## config.mk

```make
export PLATFORM = sky130hd
export DESIGN_NAME = fir_ch_sched
export DESIGN_NICKNAME = d
export VERILOG_FILES = /design/src/rtl/fir_ch_sched_pkg.sv /design/src/rtl/fir_hist_buf.sv /design/src/rtl/fir_ch_sched.sv
export SDC_FILE = /design/constraint.sdc
export NUM_CORES = 2
export LEC_CHECK = 0
export CAP_MARGIN = 20
export CORE_MARGIN = 2
export CORE_UTILIZATION = 40
export CTS_CLUSTER_SIZE = 20
export DETAILED_ROUTE_END_ITERATION = 10
export GPL_TIMING_DRIVEN = 0
export MAX_ROUTING_LAYER = met4
export RECOVER_POWER = 25
export SKIP_LAST_GASP = 1
export SYNTH_ARGS = -nofsm -noshare
export SYNTH_HDL_FRONTEND = slang
export SYNTH_SLANG_ARGS = --single-unit
```

## constraint.sdc

```tcl
create_clock -name clk -period 42.4 [get_ports clk]
set_clock_uncertainty 0.15 [all_clocks]
set_input_delay 6.36 -clock clk [delete_from_list [all_inputs] [get_ports clk]]
set_output_delay 6.36 -clock clk [all_outputs]
set_load 0.05 [all_outputs]
```

## src/rtl/fir_ch_sched_pkg.sv

```systemverilog
// fir_sched_pkg: shared constants and FSM state type for the two-channel FIR scheduler
package fir_sched_pkg;
  localparam int NCH = 2;
  localparam int TAPS_DEF = 16;
  localparam int TAPS_W = $clog2(TAPS_DEF);
  typedef enum logic [1:0] {IDLE, RUN, WAIT, OUT} state_t;
endpackage

```

## src/rtl/fir_hist_buf.sv

```systemverilog
// fir_hist_buf: one-entry sample buffer feeding a TAPS-deep sample history with a tap-indexed read port
//   x_valid/x : sample offered; taken whenever the buffer is empty (pend=0)
//   pend      : buffer holds a sample waiting for a grant
//   grant     : shift buffered sample into hist[0] and free the buffer
//   tap/rd    : combinational read of hist[tap]
module fir_hist_buf
  import fir_sched_pkg::*;
#(
  parameter int N = 32,
  parameter int TAPS = TAPS_DEF,
  parameter int TW = TAPS_W
) (
  input  logic          clk,
  input  logic          rst,
  input  logic          x_valid,
  input  logic [N-1:0]  x,
  output logic          pend,
  input  logic          grant,
  input  logic [TW-1:0] tap,
  output logic [N-1:0]  rd
);
  logic [N-1:0] smp;
  logic [N-1:0] hist [TAPS];
  assign rd = hist[tap];
  always_ff @(posedge clk or posedge rst)
    if (rst) begin
      pend <= 1'b0;
      smp <= '0;
      for (int i = 0; i < TAPS; i++) hist[i] <= '0;
    end else begin
      if (x_valid && !pend) begin
        pend <= 1'b1;
        smp <= x;
      end
      if (grant) begin
        pend <= 1'b0;
        hist[0] <= smp;
        for (int i = 1; i < TAPS; i++) hist[i] <= hist[i-1];
      end
    end
endmodule

```

## src/rtl/fir_ch_sched.sv

```systemverilog
// fir_ch_sched: time-shares one serial FIR MAC engine between two sample channels
//   ch*_valid/ready/x : per-channel sample input, one-entry buffer each
//   mac_en/clr/tap/data, mac_acc : drive and read back the shared MAC engine
//   out_valid/ready/ch/y : scaled result (mac_acc >>> SHIFT) tagged with its channel
//   busy : FSM not idle
//   Build option FIR_CH_SCHED_FIXED_PRIO_EN: channel 0 always wins ties (no round-robin)
module fir_ch_sched
  import fir_sched_pkg::*;
#(
  parameter int N = 32,
  parameter int TAPS = TAPS_DEF,
  parameter int SHIFT = 16
) (
  input  logic                     clk,
  input  logic                     rst,
  input  logic                     ch0_valid,
  output logic                     ch0_ready,
  input  logic [N-1:0]             ch0_x,
  input  logic                     ch1_valid,
  output logic                     ch1_ready,
  input  logic [N-1:0]             ch1_x,
  output logic                     mac_en,
  output logic                     mac_clr,
  output logic [$clog2(TAPS)-1:0]  mac_tap,
  output logic [N-1:0]             mac_data,
  input  logic [N-1:0]             mac_acc,
  output logic                     out_valid,
  input  logic                     out_ready,
  output logic                     out_ch,
  output logic [N-1:0]             out_y,
  output logic                     busy
);
  localparam int TW = $clog2(TAPS);
  state_t state, nxt;
  logic [TW-1:0] cnt;
  logic cur_ch, sel, any;
  logic [NCH-1:0] pend, grant;
  logic [N-1:0] rd0, rd1;
  fir_hist_buf #(.N(N), .TAPS(TAPS), .TW(TW)) u_hb0 (
    .clk(clk), .rst(rst), .x_valid(ch0_valid), .x(ch0_x), .pend(pend[0]),
    .grant(grant[0]), .tap(cnt), .rd(rd0)
  );
  fir_hist_buf #(.N(N), .TAPS(TAPS), .TW(TW)) u_hb1 (
    .clk(clk), .rst(rst), .x_valid(ch1_valid), .x(ch1_x), .pend(pend[1]),
    .grant(grant[1]), .tap(cnt), .rd(rd1)
  );
  assign ch0_ready = !pend[0];
  assign ch1_ready = !pend[1];
  assign any = |pend;
`ifdef FIR_CH_SCHED_FIXED_PRIO_EN
  assign sel = !pend[0];
`else
  logic rr_last;
  // on a tie the channel not served last wins; otherwise the lone pending one
  assign sel = &pend ? !rr_last : pend[1];
  always_ff @(posedge clk or posedge rst)
    if (rst) rr_last <= 1'b1;
    else if (state == OUT && out_ready) rr_last <= cur_ch;
`endif
  assign grant = (state == IDLE && any) ? (sel ? 2'b10 : 2'b01) : 2'b00;
  always_ff @(posedge clk or posedge rst)
    if (rst) state <= IDLE;
    else state <= nxt;
  always_comb
    nxt = state == IDLE ? (any ? RUN : IDLE) :
          state == RUN  ? (cnt == TW'(TAPS - 1) ? WAIT : RUN) :
          state == WAIT ? OUT :
          (out_ready ? IDLE : OUT);
  always_ff @(posedge clk or posedge rst)
    if (rst) begin
      cnt <= '0;
      cur_ch <= 1'b0;
      out_valid <= 1'b0;
      out_ch <= 1'b0;
      out_y <= '0;
    end else begin
      cnt <= state == RUN ? cnt + 1'b1 : '0;
      if (|grant) cur_ch <= sel;
      if (state == WAIT) begin
        out_y <= $signed(mac_acc) >>> SHIFT;
        out_ch <= cur_ch;
        out_valid <= 1'b1;
      end
      if (state == OUT && out_ready) out_valid <= 1'b0;
    end
  always_comb begin
    mac_en = state == RUN;
    mac_clr = mac_en && cnt == '0;
    mac_tap = mac_en ? cnt : '0;
    mac_data = mac_en ? (cur_ch ? rd1 : rd0) : '0;
    busy = state != IDLE;
  end
endmodule

```

After elaboration in Yosys (flattened, before gate mapping):

Index checks and enable logic that the tools add are counted.

* input port bits: 101
* register bits after elaboration: 1116
* output and inout port bits: 75
* logic and storage cells: 92

* muxes and demuxes: 25
* reduce and logical (&&, ||, !) cells: 17
* order comparisons: 1
* bitwise logic cells: 1
* equal/unequal tests: 4
* add/sub/neg operators: 1

Operator list (count)
* binary-select mux 32 bit (select 4 bit): 2
* 2-to-1 mux 32 bit: 6
* 2-to-1 mux 2 bit: 7
* 2-to-1 mux 1 bit: 8
* 2-to-1 mux 4 bit: 2
* nonzero test 2 bit: 4
* greater-or-equal comparator 5 bit, second input constant: 1
* logical AND 1 bit: 5
* inverter 4 -> 5 bit: 1
* adder 4 x 1 -> 4 bit, second input constant: 1
* equality test 2 bit, second input constant: 2
* equality test 4 bit, second input constant: 1
* logical NOT 4 bit: 1
* OR reduction 2 bit: 2
* logical NOT 1 bit: 3
* equality test 2 x 1 -> 1 bit, second input constant: 1
* logical NOT 2 bit: 1
* AND reduction 2 bit: 1

Depth between registers and ports, before layout:

* depth in word-level cells: 6
* gate-level depth with buffers: 9
* gate-level depth less buffers: 4

Cells and area by module:

From an unflattened synthesis, not the netlist that was laid out.

* cell total of the unflattened synthesis: 3024
* area total of the unflattened synthesis: 49316.0 sq um

Modules (own cells, without submodules)
* fir_hist_buf: cells each 1425, instances 2, sequential area each 13638.1 sq um, area an instance 23784.1 sq um
* fir_ch_sched: cells each 174, instances 1, sequential area each 651.9 sq um, area an instance 1747.9 sq um

Worst setup path before layout:

OpenSTA, ideal clock, no wires.

* kind: register to output
* start point: reg cnt[1]
* end point: out mac_data[2]
* path slack: 33.167 ns
* buffers on the path: 3
* arrival time: 2.723 ns
* required time: 35.890 ns
* cell stages (with the launch flop): 8
* cells stage by stage: dfrtp_1 -> buf_2 -> or3b_2 -> buf_2 -> buf_2 -> o22ai_1 -> a2111oi_1 -> a211oi_1

* longest elaborated chain between the ends: 6
* elaborated cells on any way between the ends: 9
* classes of those cells: 8 x mux; 1 x bitwise

RTL lines
* from (decl): RTL line fir_ch_sched.sv:35 `logic [TW-1:0] cnt;`
* from (signal assigned): RTL line fir_ch_sched.sv:77 `cnt <= state == RUN ? cnt + 1'b1 : '0;`
* inverter 4 -> 5 bit (implied by the code) (*): RTL line fir_hist_buf.sv:24 `assign rd = hist[tap];`
* binary-select mux 32 bit (select 4 bit): RTL line fir_hist_buf.sv:24
* 2-to-1 mux 32 bit (implied by the code) (2 in a row): RTL line fir_hist_buf.sv:24
* 2-to-1 mux 32 bit (*) (2 in a row): RTL line fir_ch_sched.sv:90 `mac_data = mac_en ? (cur_ch ? rd1 : rd0) : '0;`
* to (decl): RTL line fir_ch_sched.sv:25 `output logic [N-1:0] mac_data,`

Every way passes the cells marked *; elsewhere a longest branch is shown, timed or not. The select of a mux whose other input is x is not followed.

Worst setup path after layout:

Same ends and word-level chain as after synthesis.

==> qor.csv <==
metric,value,unit
status,"complete, no violations",
p_sw_share,37.0,%
numCtsBuffers,119,
cts_tree,done,
fp.dieW,355,microns
port_buffers,159,
clk_pin_slew,0.06,ns
fmax,85.1,MHz
worstPathArrival,5.25,ns
slowest_stage,clkdlybuf4s50_1,
clock_latency,0.73,ns
drv_slew,0,
p_comb_share,37.8,%
multi_input_area,0.0201,sq mm
fin_setup_tns,0,ns
nFillCells,10700,
path_class,reg2out,
path_max_fanout,10,
setup_ws,30.64,ns
path_buf_inv,5,
syn_to_final_growth,16.2,%
ys_warn_count,0,
cpLargestDelayFamily,buffers and inverters,
die_y,355,microns
yosysTopAreaCellShare,56.5,%
ys_ff_latch,1116,
cts-hold-fix-buffers,0,
power_switching,1.53,mW
hold_depth,1,
pin_count,176,
vias,28200,
crit_top_cell,buf_2,
place.gp.congestion,0.830,
syn_avg_cell_area,16.1,sq um
hold_start,u_hb1.smp[21],
r2r-start,state[1],
synth_cell_types,40,
total_power,4.14,mW
regArea,0.0279,sq mm
worstReg2RegEnd,u_hb1.hist[450],
first_global_vias,29200,
setup_viol,0,
min_path_type,reg2reg,
rsz0062_at_grt,false,
peakVddDrop,0.0000597,V
leakage,26.7,nW
fin_crit_sh,27.7,%
antenna_left,0,
synth_commonest_cells,"1115 x dfrtp_1, 1106 x mux2_2, 193 x mux4_2",
synth.area.top_cells,"dfrtp_1 57%, mux2_2 25%, mux4_2 8.8%",
cap_violations,0,
ys.flop_type,dfrtp_1,
clock-sinks,1116,
start_util,40.4,%
worst-r2r-cell-count,6,
critical_path.startpoint_type,register,
max-clock-path-buffers,3,
synth_top_cell_by_area,dfrtp_1,
worstPathRequired,35.89,ns
clkPwrFrac,26.0,%
synth-edff-count,0,
synth_cells,3062,
end_kind,output pin,
wl_per_cell,25.3,microns
worst_pin_slew,1.20,ns
track_usage,21.2,%
yosysMostFrequentCell,dfrtp_1,
coreArea,0.122,sq mm
initialDrtViolationCount,1832,
async_flop_share,100,%
slew_headroom,19.5,%
drt_wl_total,129000,microns
final_nets,3468,
syn_area,0.0494,sq mm
cts_root_buf,clkbuf_16,
hpwl,90800,microns
grt-ovfl-total,0,
h-tree-depth,3,
dp_slack,31.51,ns
grt_max_degree,124,
finalHoldViolCount,0,
placementRows,128,
fin_crit,11.76,ns
cp_slowest_stage_delay,0.96,ns
finish.utilization,46.9,%
crit_chain,"buf_2, nor2b_1, buf_2, buf_1, clkbuf_1, a22oi_1, a211oi_1, clkdlybuf4s50_1",
drive_gt1_share,47.3,%
drt_drc_violations_left,0,
first_pass_iters,5,
p_per_area,72.2,mW/mm^2
whs_endpoint,u_hb1.hist[501],
r2r_slack,38.71,ns
post_cts_resized,0,
yosysSeqAreaShare,56.6,%
vias_per_cell,5.53,
grt_pass1_wl,195000,microns
p_int,2.61,mW
seqPwrFrac,36.2,%
antenna_found_initial,7,
syn_nets,3165,
post_cts_buffers,0,
die_area,0.126,sq mm
[metrics by stage]
stage                     hold slack [ns]  cells  cell area (sq um)
after floorplan                     0.324   3062              49400
after global placement              0.333   4846              53000
after detailed placement            0.339   4869              53400
after CTS                           0.351   5089              57400
after global routing                0.361   5089              57400
final                               0.349   5094              57400
[cells by family after synthesis]
kind of cell	after synthesis	synth area share [%]
adders and majority gates	2	0.0507
xor gates and xnor gates	2	0.0355
buffers and inverters	253	2.82
muxes	1425	36.6
DFF	1116	56.6
AOI/OAI and AO/OA	228	3.53
and+or+nand+nor	36	0.385
[state kept, by name (all words and copies together) (netlist names)]
| register | flops |
|---|---|
| u_hb0.hist | 512 |
| u_hb1.hist | 512 |
| u_hb0.smp | 32 |
| u_hb1.smp | 32 |
| out_y | 16 |
| cnt | 4 |
| state | 2 |
| cur_ch | 1 |
| out_ch | 1 |
| out_valid | 1 |
| rr_last | 1 |
| u_hb0.pend | 1 |
| u_hb1.pend | 1 |
[cell usage in the layout, fill, tap and decap left out, drive strengths merged, types with 32 or more instances in the layout]
cell / n
dfrtp: 1115
clkinv: 35
clkbuf: 291
mux2i: 126
o22ai: 32
a22oi: 32
clkdlybuf4s50: 159
buf: 147
mux4: 193
a2111oi: 32
a22o: 32
mux2: 1106
[final cells by class]
class                           count  area share (%)
Sequential cell                  1116            48.7
Multi-Input combinational cell   1693            35.0
Clock buffer                      170            6.14
Tap cell                         1625            3.54
Timing Repair Buffer              182            3.38
Buffer                            245            2.23
Clock inverter                     50           0.986
Inverter                            8          0.0654
Antenna cell                        5          0.0218
[worst max-delay path by stage]
stage / to / cells after the start / slack (ns) / from
floorplan: cnt[0] / 1 / 4.47 / rst
CTS: mac_data[3] / 8 / 30.70 / cnt[1]
detailed placement: mac_data[3] / 8 / 31.51 / cnt[1]
global placement: u_hb0.hist[33] / 2 / -9.82 / rst
global route: mac_data[3] / 8 / 30.56 / cnt[1]
finish: mac_data[2] / 8 / 30.64 / cnt[1]
[per-layer routing]
layer | part of all wire [%] | track usage [%]
met2 | 42 | 29.2
met4 | 2.1 | 4.86
met5 | 0 | -
met3 | 4.2 | 2.73
met1 | 51 | 32.9
[power groups by stage]
stage               combinational [mW]  clock, mW  sequential (mW)
floorplan                         1.05          0             1.46
global placement                  1.55          0             1.51
detailed placement                1.58          0             1.51
CTS                               1.58       1.10             1.49
global route                      1.65       1.14             1.53
finish                            1.57       1.08             1.50
[worst reg2reg max path: stages, from the launching register on]
cell and delay (ns):
dfrtp_1 0.59, nor2_1 0.16, nand3_1 0.18, clkbuf_1 0.73
clkbuf_1 0.75, clkbuf_1 0.61, mux2_2 0.41
No activity file was read; power rests on OpenSTA's default activity.
